`config.mk`:
```
export PLATFORM = sky130hd
export DESIGN_NAME = rbr_serializer_3ch
export DESIGN_NICKNAME = d
export VERILOG_FILES = /design/src/rtl/rbr_serializer_3ch.sv
export SDC_FILE = /design/constraint.sdc
export NUM_CORES = 1
export LEC_CHECK = 0
export BUFFER_PORTS_ARGS = -buffer_cell sky130_fd_sc_hd__buf_2
export CAP_MARGIN = 25
export CORE_MARGIN = 5
export CORE_UTILIZATION = 45
export CTS_BUF_LIST = sky130_fd_sc_hd__clkbuf_8
export CTS_CLUSTER_DIAMETER = 60
export DETAILED_ROUTE_END_ITERATION = 8
export PLACE_DENSITY_LB_ADDON = 0.08
export SLEW_MARGIN = 20
export SYNTH_ARGS = -nofsm -noshare
export SYNTH_HDL_FRONTEND = slang
export SYNTH_SLANG_ARGS = --single-unit
```
`constraint.sdc`:
```
create_clock -name clk -period 2.6 [get_ports clk]
set_input_delay 0.13 -clock clk [delete_from_list [all_inputs] [get_ports clk]]
set_output_delay 0.13 -clock clk [all_outputs]
set_load 0.02 [all_outputs]
```
`src/rtl/rbr_serializer_3ch.sv`:
```
// rbr_serializer_3ch: captures three two's-complement fractions and streams them MSB-first as
// redundant-binary signed digits, one per clock, followed by FLUSH_DIGITS zero digits.
// Optional feature macro: RBR_SERIALIZER_B2B_EN (zero-bubble back-to-back frames).

package rbr_pkg;
   typedef struct packed {
      logic plus;
      logic minus;
   } signed_digit;
endpackage

module rbr_serializer_3ch #(
   parameter int unsigned WIDTH        = 15,
   parameter int unsigned FLUSH_DIGITS = 3
) (
   input  logic                 clk,
   input  logic                 rst_n,
   input  logic                 in_valid,
   output logic                 in_ready,
   input  logic [WIDTH-1:0]     x_in,
   input  logic [WIDTH-1:0]     y_in,
   input  logic [WIDTH-1:0]     z_in,
   output rbr_pkg::signed_digit x,
   output rbr_pkg::signed_digit y,
   output rbr_pkg::signed_digit z,
   output logic                 en,
   output logic                 first,
   output logic                 last
);

   localparam int unsigned CntW = $clog2(WIDTH + FLUSH_DIGITS + 1);
   localparam logic [CntW-1:0] LastSig = CntW'(WIDTH - 1);
   // Only meaningful when FLUSH_DIGITS != 0; the flush state is unreachable otherwise.
   localparam logic [CntW-1:0] LastFlush = (FLUSH_DIGITS != 0) ? CntW'(FLUSH_DIGITS - 1) : '0;

   typedef enum logic [1:0] {StIdle, StShift, StFlush} state_e;

   state_e               state_q, state_d;
   logic [CntW-1:0]      cnt_q, cnt_d;
   logic [WIDTH-1:0]     xs_q, xs_d, ys_q, ys_d, zs_q, zs_d;
   rbr_pkg::signed_digit x_q, x_d, y_q, y_d, z_q, z_d;
   logic                 en_q, en_d, first_q, first_d, last_q, last_d, ready_q, ready_d;
   logic                 accept;

   assign accept = in_valid && ready_q;

   // Next-state and next-output logic; every output is registered below.
   always_comb begin
      state_d = state_q;
      cnt_d   = cnt_q;
      xs_d    = xs_q;
      ys_d    = ys_q;
      zs_d    = zs_q;
      x_d     = '0;
      y_d     = '0;
      z_d     = '0;
      en_d    = 1'b0;
      first_d = 1'b0;
      last_d  = 1'b0;

      if (accept) begin
         // Digit 0 carries the sign bit as a negative digit; remaining bits wait in the shifters.
         state_d = StShift;
         cnt_d   = '0;
         xs_d    = {x_in[WIDTH-2:0], 1'b0};
         ys_d    = {y_in[WIDTH-2:0], 1'b0};
         zs_d    = {z_in[WIDTH-2:0], 1'b0};
         x_d     = '{plus: 1'b0, minus: x_in[WIDTH-1]};
         y_d     = '{plus: 1'b0, minus: y_in[WIDTH-1]};
         z_d     = '{plus: 1'b0, minus: z_in[WIDTH-1]};
         en_d    = 1'b1;
         first_d = 1'b1;
      end else begin
         unique case (state_q)
            StShift: begin
               if (cnt_q != LastSig) begin
                  cnt_d  = cnt_q + CntW'(1);
                  x_d    = '{plus: xs_q[WIDTH-1], minus: 1'b0};
                  y_d    = '{plus: ys_q[WIDTH-1], minus: 1'b0};
                  z_d    = '{plus: zs_q[WIDTH-1], minus: 1'b0};
                  xs_d   = {xs_q[WIDTH-2:0], 1'b0};
                  ys_d   = {ys_q[WIDTH-2:0], 1'b0};
                  zs_d   = {zs_q[WIDTH-2:0], 1'b0};
                  en_d   = 1'b1;
                  last_d = (FLUSH_DIGITS == 0) && (cnt_d == LastSig);
               end else if (FLUSH_DIGITS != 0) begin
                  state_d = StFlush;
                  cnt_d   = '0;
                  en_d    = 1'b1;
                  last_d  = (FLUSH_DIGITS == 1);
               end else begin
                  state_d = StIdle;
               end
            end
            StFlush: begin
               if (cnt_q != LastFlush) begin
                  cnt_d  = cnt_q + CntW'(1);
                  en_d   = 1'b1;
                  last_d = (cnt_d == LastFlush);
               end else begin
                  state_d = StIdle;
               end
            end
            default: ;
         endcase
      end

`ifdef RBR_SERIALIZER_B2B_EN
      // Accepting during the last digit lets the next frame follow without a gap.
      ready_d = (state_d == StIdle) || last_d;
`else
      ready_d = (state_d == StIdle);
`endif
   end

   // State and output registers; reset aborts any frame in flight.
   always_ff @(posedge clk or negedge rst_n) begin
      if (!rst_n) begin
         state_q <= StIdle;
         cnt_q   <= '0;
         xs_q    <= '0;
         ys_q    <= '0;
         zs_q    <= '0;
         x_q     <= '0;
         y_q     <= '0;
         z_q     <= '0;
         en_q    <= 1'b0;
         first_q <= 1'b0;
         last_q  <= 1'b0;
         ready_q <= 1'b1;
      end else begin
         state_q <= state_d;
         cnt_q   <= cnt_d;
         xs_q    <= xs_d;
         ys_q    <= ys_d;
         zs_q    <= zs_d;
         x_q     <= x_d;
         y_q     <= y_d;
         z_q     <= z_d;
         en_q    <= en_d;
         first_q <= first_d;
         last_q  <= last_d;
         ready_q <= ready_d;
      end
   end

   assign x        = x_q;
   assign y        = y_q;
   assign z        = z_q;
   assign en       = en_q;
   assign first    = first_q;
   assign last     = last_q;
   assign in_ready = ready_q;

endmodule

```
* Word level (Yosys, flattened, before mapping)
Index checks and enable logic that the tools add are counted.
Cells by class: muxes and demuxes 33, eq/ne operators 6, $add $sub $neg 1, reduce and logical (&&, ||, !) cells 7
Operators by type and width (number):
- 15-bit two-way mux | 9
- 2-bit two-way mux | 12
- 5-bit two-way mux | 3
- 5-bit one-hot mux with 2 select lines | 1
- 1-bit two-way mux | 6
- 5-bit by 1-bit adder with 5-bit output (second input constant) | 1
- 5-bit by 2-bit equality test with 1-bit output (second input constant) | 1
- 5-bit by 2-bit inequality test with 1-bit output (second input constant) | 1
- 5-bit by 4-bit inequality test with 1-bit output (second input constant) | 1
- 2-bit one-hot mux with 2 select lines | 1
- 2-bit AND reduction | 2
- 2-bit nonzero test | 2
- 3-bit inequality test (second input constant) | 1
- 3-bit nonzero test | 1
- 2-bit by 1-bit equality test with 1-bit output (second input constant) | 1
- 2-bit equality test (second input constant) | 1
- 2-bit logical NOT | 1
- 1-bit one-hot mux with 2 select lines | 1
- 1-bit logical AND | 1
Storage, ports and cells: bits of input ports 48, output and inout port bits 10, logic and storage cells 62, register bits after elaboration 62

* Depth between registers and ports, before layout
Gate-level depths: netlist of the first run.
depth in word-level cells 5, mapped depth 8, depth with buffers taken out 6

* Worst setup path after synthesis of the first run
No wires, ideal clock.
path type register to register, from reg cnt_q[0], to reg xs_q[10], cell stages (with the launch flop) 9, library setup time 132 ps, slack 960 ps, buffers on the path 2, data required time 2468 ps, arrival 1508 ps, period minus slack after synthesis 1640 ps, cell sequence dfrtp_1 inv_1 ha_1 and4b_4 nand2b_4 buf_12 buf_12 mux2i_1 o21ai_1
On the way: cells in the longest elaborated chain, start to end 3
Ends and longest elaborated chain:
- from (decl) | line 39 | logic [CntW-1:0] cnt_q, cnt_d;
- from (signal assigned) | line 133 | cnt_q <= cnt_d;
- 5-bit by 4-bit inequality test with 1-bit output | line 76 | if (cnt_q != LastSig) begin
- 2-bit nonzero test (no source line)
- 2-bit AND reduction (no source line)
- to (signal assigned) | line 134 | xs_q <= xs_d;
- to (decl) | line 40 | logic [WIDTH-1:0] xs_q, xs_d, ys_q, ys_d, zs_q, zs_d;
No other way between the ends. A chain may end at the register's enable or synchronous reset.

* Worst setup path after layout of the first run
from reg cnt_q[0], to reg xs_q[14]
The elaborated chain is that of the path after synthesis.

==> impl_results.md, run 1 <==
- TNS Setup: 0 ns
- Worst EP arrival: roughly 2.2 ns
- Total track usage: between 10% and 20%
- PostCTS Resize Cnt: 0
- Via density: 4.955
- Layout fillers: between 500 and 600
- Starting Density: between 40% and 50%
- TritonCTS clock tree: yes
- Pins Over Slew Limit: 0
- Sequential share of power: between 40% and 50%
- Die area: between 8000 and 9000 µm²
- Place WS: approximately 0.55 ns
- Clk Latency, worst-skew pair: around 0.33 ns
- Kind of end point of the critical path: flip-flop
- DRT antenna net count: 0
- Sw frac: roughly 36%
- Synthesized instance count: approximately 260
- Asr flop ratio synth: 100.0%
- Tcrit/Tclk final: 78.43%
- Clock Skew: 0.006979 ns
- Worst-Margin Slew: about 0.46 ns
- Global-route wire length before repair: approximately 9.1 mm
- Syn Area/Cell: ~11 µm²
- I/O pins: between 50 and 60
- Layout cells sized above 1: roughly a quarter
- Hold Vio Cnt, Final: 0
- Clk sinks: 59
- Yosys cell types: 36
- FMAX: 0.4904 GHz
- Register bit total from synthesis: roughly 60
- DRT Pass-1 Iters: 4
- Main synth FF type: dfrtp_1
- Routed wire per std cell: about 14 µm
- Cell area after layout: roughly 3400 µm²
- Hold WS: a little over 0.01 ns
- Pwr dens: approximately 1100 nW/µm²
- DR vias: ~2000
- Most common cell after layout, fill and taps aside: dfrtp_1
- Syn_nets: roughly 310
- CTS clock-pin slew for the worst setup and hold paths: 0.06 ns
- Worst vdd ir: 0.6319 mV
- Clock Tree Buf Depth: 2
- # rows: 29
- Cell taking the most area after synthesis: dfrtp_1
- CTS Hold Bufs: 10
- Setup violators final: 0
- Die height: between 80 and 90 µm
- Root Driver: clkbuf_8
- DRT iter0 DRCs: between 50 and 60
- Nets: 377
- Hold crit path type: primary input to flip-flop
- Area Growth Syn to Fin: 17.30%
- Dpl cell area: roughly 3100 µm²
- Most frequent cells in the layout: 58 x dfrtp_1, 57 x buf_2, 47 x nand2_1, 39 x mux2i_1, 33 x o21ai_1
- Pleak: ~1.7 nW
- H-tree Lvls: 3
- Post-Synthesis Cell Area: about 2900 µm²
- Number of global-route vias before repair: 1954
- Largest cells by area after synthesis: dfrtp_1 51%, mux2i_1 14%, nand2_1 6.2%
- Register area share after synthesis: 51.73%
- Slew headroom: 69.30%
- Largest net degree at the start of global routing: 44
- Outcome: finished, final reports clean
- Post-CTS setup buffer count: 0
- Overflow after GRT: 0
- DRC Markers: 0
- Setup WS post-layout: ~0.56 ns
- Crit start category: flip-flop
- Gate power share: slightly below 40%
- Yosys top cell area share: a little over 50%
- Clock share of power: between 10% and 20%
- Crit path required time: 2.80 ns
- GPL Wtd Cong: slightly below 0.8
- Initial antenna violation count: 0
- Unrepaired setup endpoints after global routing: no
- Core ar.: about 6300 µm²
- Yosys warning count: 0
- CP Class: flip-flop to flip-flop
- Total CTS buffers: 9
- Detail Placement HPWL: 3.804 mm
- Int Power: 2.334 mW
- Die width: between 80 and 90 µm
- Sw power: 1.322 mW
- Min cycle time layout: slightly above 2 ns
- # port buffers: between 50 and 60
- Critical Path Fanout Max: 27
- Max-Cap Viols: 0
- Final wirelength: around 5.5 mm
- Number of synthesized flops with an enable pin: 0
- # diodes: 0
-- layer usage --
metal / vias to the layer above / share of wire (%) / GRT usage, %
li1: 1019 / - / -
met1: 920 / 48 / 21.89
met2: 42 / 44 / 21.41
met3: 11 / 5.5 / 2.828
met4: 0 / 2.3 / 7.713
met5: - / 0 / 0
-- power groups by stage --
| stage | Sequential (mW) | Clock (mW) | Combinational [mW] |
|---|---|---|---|
| 3_5_place_dp | 1.56 | 0 | 1.44 |
| 5_1_grt | 1.60 | 0.750 | 1.62 |
| 2_1_floorplan | 1.54 | 0 | 1.29 |
| 3_3_place_gp | 1.55 | 0 | 1.40 |
| 4_1_cts | 1.54 | 0.711 | 1.45 |
| 6_report | 1.54 | 0.688 | 1.42 |
-- critical path, cell delays in order, from the launching register on --
cell	delay, ns
dfrtp_1	0.41
inv_1	0.10
ha_1	0.17
and4b_4	0.26
nand2b_4	0.42
buf_12	0.24
mux2i_1	0.22
o21ai_1	0.07
-- area by class of cell --
| type | count | area (µm²) | share of cell area [%] |
|---|---|---|---|
| Clock inverter | 1 | 3.754 | 0.1120 |
| Timing Repair Buffer | 72 | 435.4 | 12.99 |
| Tap cell | 77 | 96.34 | 2.875 |
| Clock buffer | 11 | 151.4 | 4.518 |
| Inverter | 6 | 22.52 | 0.6721 |
| Multi-Input combinational cell | 176 | 1164 | 34.73 |
| Sequential cell | 59 | 1478 | 44.10 |
-- metrics by stage --
| step | power, mW | utilization (%) | cells |
|---|---|---|---|
| floorplan | 2.822 | - | 258 |
| global placement | 2.953 | 49.31 | 380 |
| detailed placement | 2.993 | 49.31 | 380 |
| CTS | 3.707 | 53.38 | 402 |
| global route | 3.968 | 53.38 | 402 |
| finish | 3.655 | 53.38 | 402 |
-- logic make-up (layout without fill, tap and decap cells) --
family	after synthesis	after routing	synth area share, %
fa+ha+maj	5	5	2.190
compound gates	55	55	11.52
xor+xnor	2	2	0.6133
buf+inv	23	90	7.534
flops	59	59	51.73
mux	39	39	13.67
simple gates	75	75	12.75
-- cells in the mapped netlist, drive strengths merged, types with 4 or more instances --
cell / n
nand2: 48
and3: 4
o21ai: 43
ha: 5
buf: 8
dfrtp: 58
nand2b: 5
inv: 6
mux2i: 39
nand3: 7
clkbuf: 5
-- flip-flops by register name (all words and copies together) (netlist names) --
register	count
zs_q	14
y	2
state_q	2
first	1
x	2
ys_q	14
z	2
en	1
cnt_q	5
last	1
in_ready	1
xs_q	14
-- worst paths after layout --
check                                startpoint  slack [ns]  depth (start not counted)              endpoint
max reg2reg                cnt_q[0]$_DFFE_PN0P_        0.56                          7  xs_q[14]$_DFFE_PN0P_
max                        cnt_q[0]$_DFFE_PN0P_        0.56                          7  xs_q[14]$_DFFE_PN0P_
max in group asynchronous                 rst_n        1.91                          3    in_ready$_DFF_PN1_
min                                     y_in[0]        0.01                          3   ys_q[1]$_DFFE_PN0P_
min in group asynchronous                 rst_n        0.34                          3  xs_q[12]$_DFFE_PN0P_
min reg2reg                 ys_q[1]$_DFFE_PN0P_        0.50                          2   ys_q[1]$_DFFE_PN0P_
Note: power is estimated with default switching activity, not from simulation.
==> run 2, diff against run 1 <==
Settings changed: ABC_AREA set to 1.
Clock period 2.6 ns to 1.8 ns, I/O delays scaled along.
==> run 2 against run 1 <==
Against the previous run:
- sequential cell count stayed put
- combinational power increased by 44%
- area after synthesis shrank 3.3%
==> impl_results.md, run 2 <==
- Critical Path Fanout Max: between 40 and 50
- Core ar.: 5956 µm²
- TritonCTS clock tree: yes
- Routed wire per std cell: between 10 and 15 µm
- Tcrit/Tclk final: 89.94%
- Register bit total from synthesis: slightly below 60
- I/O pins: 58
- Top cells by count, synth: 112 x nand2_1, 58 x dfrtp_1, 50 x nand3_1
- Setup WS post-layout: 0.1810 ns
- DRT iter0 DRCs: 141
- Multi-input gate area: approximately 1100 µm²
- CTS clock-pin slew for the worst setup and hold paths: ~0.06 ns
- Worst vdd ir: approximately 0.75 mV
- Layout cells sized above 1: roughly a fifth
- CP Class: flip-flop to flip-flop
- TNS Setup: 0 ns
- H-tree Lvls: 3
- Most frequent cells in the layout: 111 x nand2_1, 58 x dfrtp_1, 57 x buf_2, 50 x nand3_1, 44 x dlygate4sd3_1
- Hold Vio Cnt, Final: 0
- Clock Skew: 0.003783 ns
- Asr flop ratio synth: 100.0%
- Area Growth Syn to Fin: 36.64%
- Register area share after synthesis: between 50% and 60%
- FMAX: 0.6177 GHz
- Total CTS buffers: 9
- Most common cell after layout, fill and taps aside: nand2_1
- Cell taking the most area after synthesis: dfrtp_1
- Post-Synthesis Cell Area: approximately 2800 µm²
- Final wirelength: between 6 and 7 mm
- Global-route wire length before repair: 11.39 mm
- Unrepaired setup endpoints after global routing: no
- Clk sinks: 59
- Main synth FF type: dfrtp_1
- DRT antenna net count: 0
- Largest net degree at the start of global routing: 60
- Initial antenna violation count: 0
- Root Driver: clkbuf_8
- Pleak: slightly below 2 nW
- Pins Over Slew Limit: 0
- Power consumption: ~5.4 mW
- # port buffers: 57
- Syn_nets: 379
- Hold crit path type: primary input to flip-flop
- Number of global-route vias before repair: 2531
- Yosys top cell area share: a little over half
- Yosys cell types: 20
- Crit start category: flip-flop
- Nets: 482
- GPL Wtd Cong: between 0.7 and 0.8
- Overflow after GRT: 0
- Slew headroom: about three quarters
- Largest cells by area after synthesis: dfrtp_1 53%, nand2_1 15%, nand3_1 9.1%
- Setup violators final: 0
- # diodes: 0
- Crit path required time: 2.07 ns
- DRC Markers: 0
- Die height: about 88 µm
- Most numerous cell in the Yosys netlist: nand2_1
- Worst EP arrival: approximately 1.9 ns
- Via density: ~5.0
- Die width: ~88 µm
- DR vias: 2557
- Sequential Area: 1478 µm²
- Clk Latency, worst-skew pair: approximately 0.33 ns
- Detail Placement HPWL: about 4 mm
- Worst-Margin Slew: approximately 0.36 ns
- Outcome: finished, final reports clean
- Min cycle time layout: around 1.6 ns
- Die area: 7807 µm²
- Synthesized instance count: 326
- DRT Pass-1 Iters: 6
- Clock Tree Buf Depth: 2
- Number of synthesized flops with an enable pin: 0
- Top Registers: xs_q: 14 flops, ys_q: 14 flops, zs_q: 14 flops
- Max-Cap Viols: 0
- Starting Density: between 40% and 50%
- Final core utilization: between 60 and 70%
- Kind of end point of the critical path: flip-flop
- # rows: 28
- PostCTS Resize Cnt: 0
- Yosys warning count: 0
- Pwr dens: roughly 1400 nW/µm²
- Total track usage: 18.66%
- Syn Area/Cell: 8.474 µm²
- Place WS: between 0.15 and 0.2 ns
- Layout fillers: ~530
run 2: cell types whose count changed in the layout (fill, tap and decap cells not counted), moves of 7 or more:
| cell | delta |
|---|---|
| dlygate4sd3_1 | +34 |
| nand4_1 | +39 |
| mux2i_1 | -39 |
| o21ai_0 | -10 |
| o21ai_1 | -32 |
| buf_4 | +7 |
| nor2_1 | +14 |
| nand3_1 | +43 |
| inv_1 | +7 |
| nand2_1 | +64 |
run 2: worst paths after layout:
kind | startpoint | end | slack [ns] | cells after the start
setup / recovery | cnt_q[0]$_DFFE_PN0P_ | zs_q[9]$_DFFE_PN0P_ | 0.18 | 9
hold / removal | x_in[4] | xs_q[5]$_DFFE_PN0P_ | 0.02 | 3
setup reg to reg | cnt_q[0]$_DFFE_PN0P_ | zs_q[9]$_DFFE_PN0P_ | 0.18 | 9
hold reg to reg | zs_q[1]$_DFFE_PN0P_ | zs_q[1]$_DFFE_PN0P_ | 0.48 | 2
max in group asynchronous | rst_n | in_ready$_DFF_PN1_ | 1.21 | 3
min in group asynchronous | rst_n | cnt_q[3]$_DFFE_PN0P_ | 0.28 | 3
run 2: what timing repair did:
action                                 CTS  global route
endpoints found under the hold margin  101             0
setup buffers                            0             1
setup endpoints to repair                0             2
hold buffers                            44             0
run 2: per-layer routing:
metal  routed length, µm  GRT usage [%]
met1                3070          24.20
met2                2910          29.44
met3                 406          5.400
met4                 140          7.555
met5                   0              0
run 2: logic make-up after synthesis:
logic type / Yosys count / share of synthesized area, %
AND/OR/NAND/NOR: 221 / 36.05
flip-flops: 59 / 53.49
buffers and inverters: 36 / 6.476
adder cells (fa/ha/maj): 5 / 2.264
XOR/XNOR: 3 / 0.9513
AO/OA/AOI/OAI: 2 / 0.7699
run 2: metrics by stage:
step / hold WS (ns) / cells / instance area (µm²)
after floorplan: -0.2056 / 326 / 2763
after global placement: 0.1238 / 448 / 3133
after detailed placement: 0.1206 / 448 / 3133
after CTS: 0.001125 / 508 / 3767
after global routing: 0.01048 / 509 / 3775
final: 0.01589 / 509 / 3775
run 2: report_power, final:
group          internal [mW]  switching [mW]
Combinational          0.815            1.23
Clock                  0.664           0.501
Sequential              1.87           0.273
run 2: cell type report:
cell class,count,area share (%)
Timing Repair Buffer,114,22.47
Multi-Input combinational cell,231,29.37
Clock inverter,6,1.492
Clock buffer,10,3.646
Sequential cell,59,39.14
Tap cell,75,2.486
Inverter,14,1.392
run 2: critical path: stages, from the launching register on:
cell and delay, ns:
dfrtp_1 0.38, inv_1 0.08, ha_1 0.14, inv_1 0.03, nor2_1 0.20, nand2_2 0.16
a21oi_4 0.17, buf_12 0.22, nand2_1 0.08, nand3_1 0.08
==> run 3, diff against run 2 <==
Settings changed: ABC_AREA 1 to 0.
==> run 3 against run 2 <==
Against the previous run:
- power increased by 5.0%
- clock power about the same
- first-iteration DRC count decreased by 35%
- sequential cell count did not move
- cell count is 13% lower
- via count fell by 17%
- critical path depth down 2
- cell area is 0.60% higher
- fmax down 3.7%
- critical endpoint is now zs_q[2]$_DFFE_PN0P_
- largest power group is now combinational cells
- highest routed layer unchanged
==> impl_results.md, run 3 (synthesized netlist as in run 1, its figures left out) <==
- Critical Path Start: cnt_q[0]$_DFFE_PN0P_
- Worst-Margin Slew: around 0.40 ns
- FMAX: 0.5945 GHz
- Die area: about 8000 µm²
- Layout cells sized above 1: between 20% and 30%
- Nets: roughly 420
- Clock Tree Buf Depth: 2
- Clock Skew: 0.007856 ns
- Top Registers: xs_q: 14 flops, ys_q: 14 flops, zs_q: 14 flops
- DRT Pass-1 Iters: 4
- Unrepaired setup endpoints after global routing: no
- Setup violators final: 0
- Clk Latency, worst-skew pair: 0.33 ns
- Kind of end point of the critical path: flip-flop
- Area Growth Syn to Fin: 32.94%
- Total track usage: approximately 15%
- Hold crit path type: primary input to flip-flop
- Crit path required time: ~2 ns
- Pins Over Slew Limit: 0
- TritonCTS clock tree: yes
- Worst vdd ir: a little over 0.7 mV
- Root Driver: clkbuf_8
- # diodes: 0
- Routed wire per std cell: about 13 µm
- Detail Placement HPWL: 3.800 mm
- Clk sinks: 59
- Total CTS buffers: 9
- DRT iter0 DRCs: slightly above 90
- Critical Path Fanout Max: 21
- Pwr dens: ~1500 nW/µm²
- Pleak: between 1.5 and 2 nW
- Overflow after GRT: 0
- DR vias: ~2100
- CTS clock-pin slew for the worst setup and hold paths: around 0.060 ns
- Tcrit/Tclk final: around 93%
- Crit Reg-Reg Startpoint: cnt_q[0]$_DFFE_PN0P_
- H-tree Lvls: 3
- I/O pins: 58
- Hold path startpoint: x_in[14]
- Min cycle time layout: ~1.7 ns
- GPL Wtd Cong: 0.7807
- Initial antenna violation count: 0
- DRT antenna net count: 0
- Worst EP arrival: about 1.9 ns
- Most frequent cells in the layout: 58 x dfrtp_1, 57 x buf_2, 47 x nand2_1, 43 x dlygate4sd3_1, 39 x mux2i_1
- CP Class: flip-flop to flip-flop
- TNS Setup: 0 ns
- Die width: around 90 µm
- Core ar.: about 6300 µm²
- Global-route wire length before repair: approximately 9.2 mm
- Number of global-route vias before repair: 2085
- Final wirelength: roughly 5.6 mm
- Via density: ~4.8
- Power consumption: 5.619 mW
- Cell area after layout: ~3800 µm²
- Hold Vio Cnt, Final: 0
- Crit start category: flip-flop
- # port buffers: 57
- Starting Density: 45.51%
- Outcome: finished, final reports clean
- Die height: 89.67 µm
- # rows: 29
- DRC Markers: 0
- Most common cell after layout, fill and taps aside: dfrtp_1
- Dpl cell area: roughly 3200 µm²
- Slew headroom: between 70% and 80%
- Largest net degree at the start of global routing: 38
- Max-Cap Viols: 0
## run 3: final timing paths
path,to,slack [ns],cells past startpoint
setup reg to reg,zs_q[2]$_DFFE_PN0P_,0.12,7
hold reg to reg,ys_q[1]$_DFFE_PN0P_,0.50,2
hold / removal,x[0]$_DFF_PN0_,0.04,2
setup / recovery,zs_q[2]$_DFFE_PN0P_,0.12,7
max in group asynchronous,y[0]$_DFF_PN0_,1.05,3
min in group asynchronous,xs_q[10]$_DFFE_PN0P_,0.20,2
## run 3: critical path, stage by stage (launching register included)
cell and delay (ns):
dfrtp_1 0.42, inv_2 0.08, ha_1 0.16, and4b_4 0.26, nand2b_4 0.17, buf_12 0.19
mux2i_1 0.21, o21ai_1 0.07
## run 3: final cells by class
class | count | area [µm²]
clock buffer | 11 | 151.4
clock inverter | 4 | 42.54
fill | 547 | 2480
inverter | 6 | 22.52
multi-input combinational | 176 | 1164
sequential | 59 | 1478
tap | 77 | 96.34
timing repair buffer | 112 | 843.3
## run 3: per-stage QoR
step	instances	utilization, %	hold WS [ns]	setup WS (ns)
floorplan	258	-	-0.2056	0.1595
global placement	387	50.55	0.03645	0.1365
detailed placement	387	50.55	0.02360	0.09951
CTS	444	60.33	0.001285	0.08453
global route	445	60.49	0.03162	0.01075
finish	445	60.49	0.04235	0.1180
## run 3: report_power, final
part           switching [mW]  internal, mW  total (mW)
Clock                   0.476         0.695        1.17
Sequential              0.302          1.90        2.20
Combinational            1.16          1.09        2.25
Total                    1.94          3.68        5.62
## run 3: timing repair
item,CTS,global route
hold buffers,42,1
buffers inserted,0,0
hold endpoints to repair,83,1
gates resized for setup,0,1
setup endpoints to repair,0,3
## run 3: routing by layer
layer	track usage, %	vias up	part of all wire [%]
li1	-	1106	-
met1	20.28	973	48
met2	22.54	35	45
met3	3.650	10	4.3
met4	8.931	0	2.3
met5	0	-	0
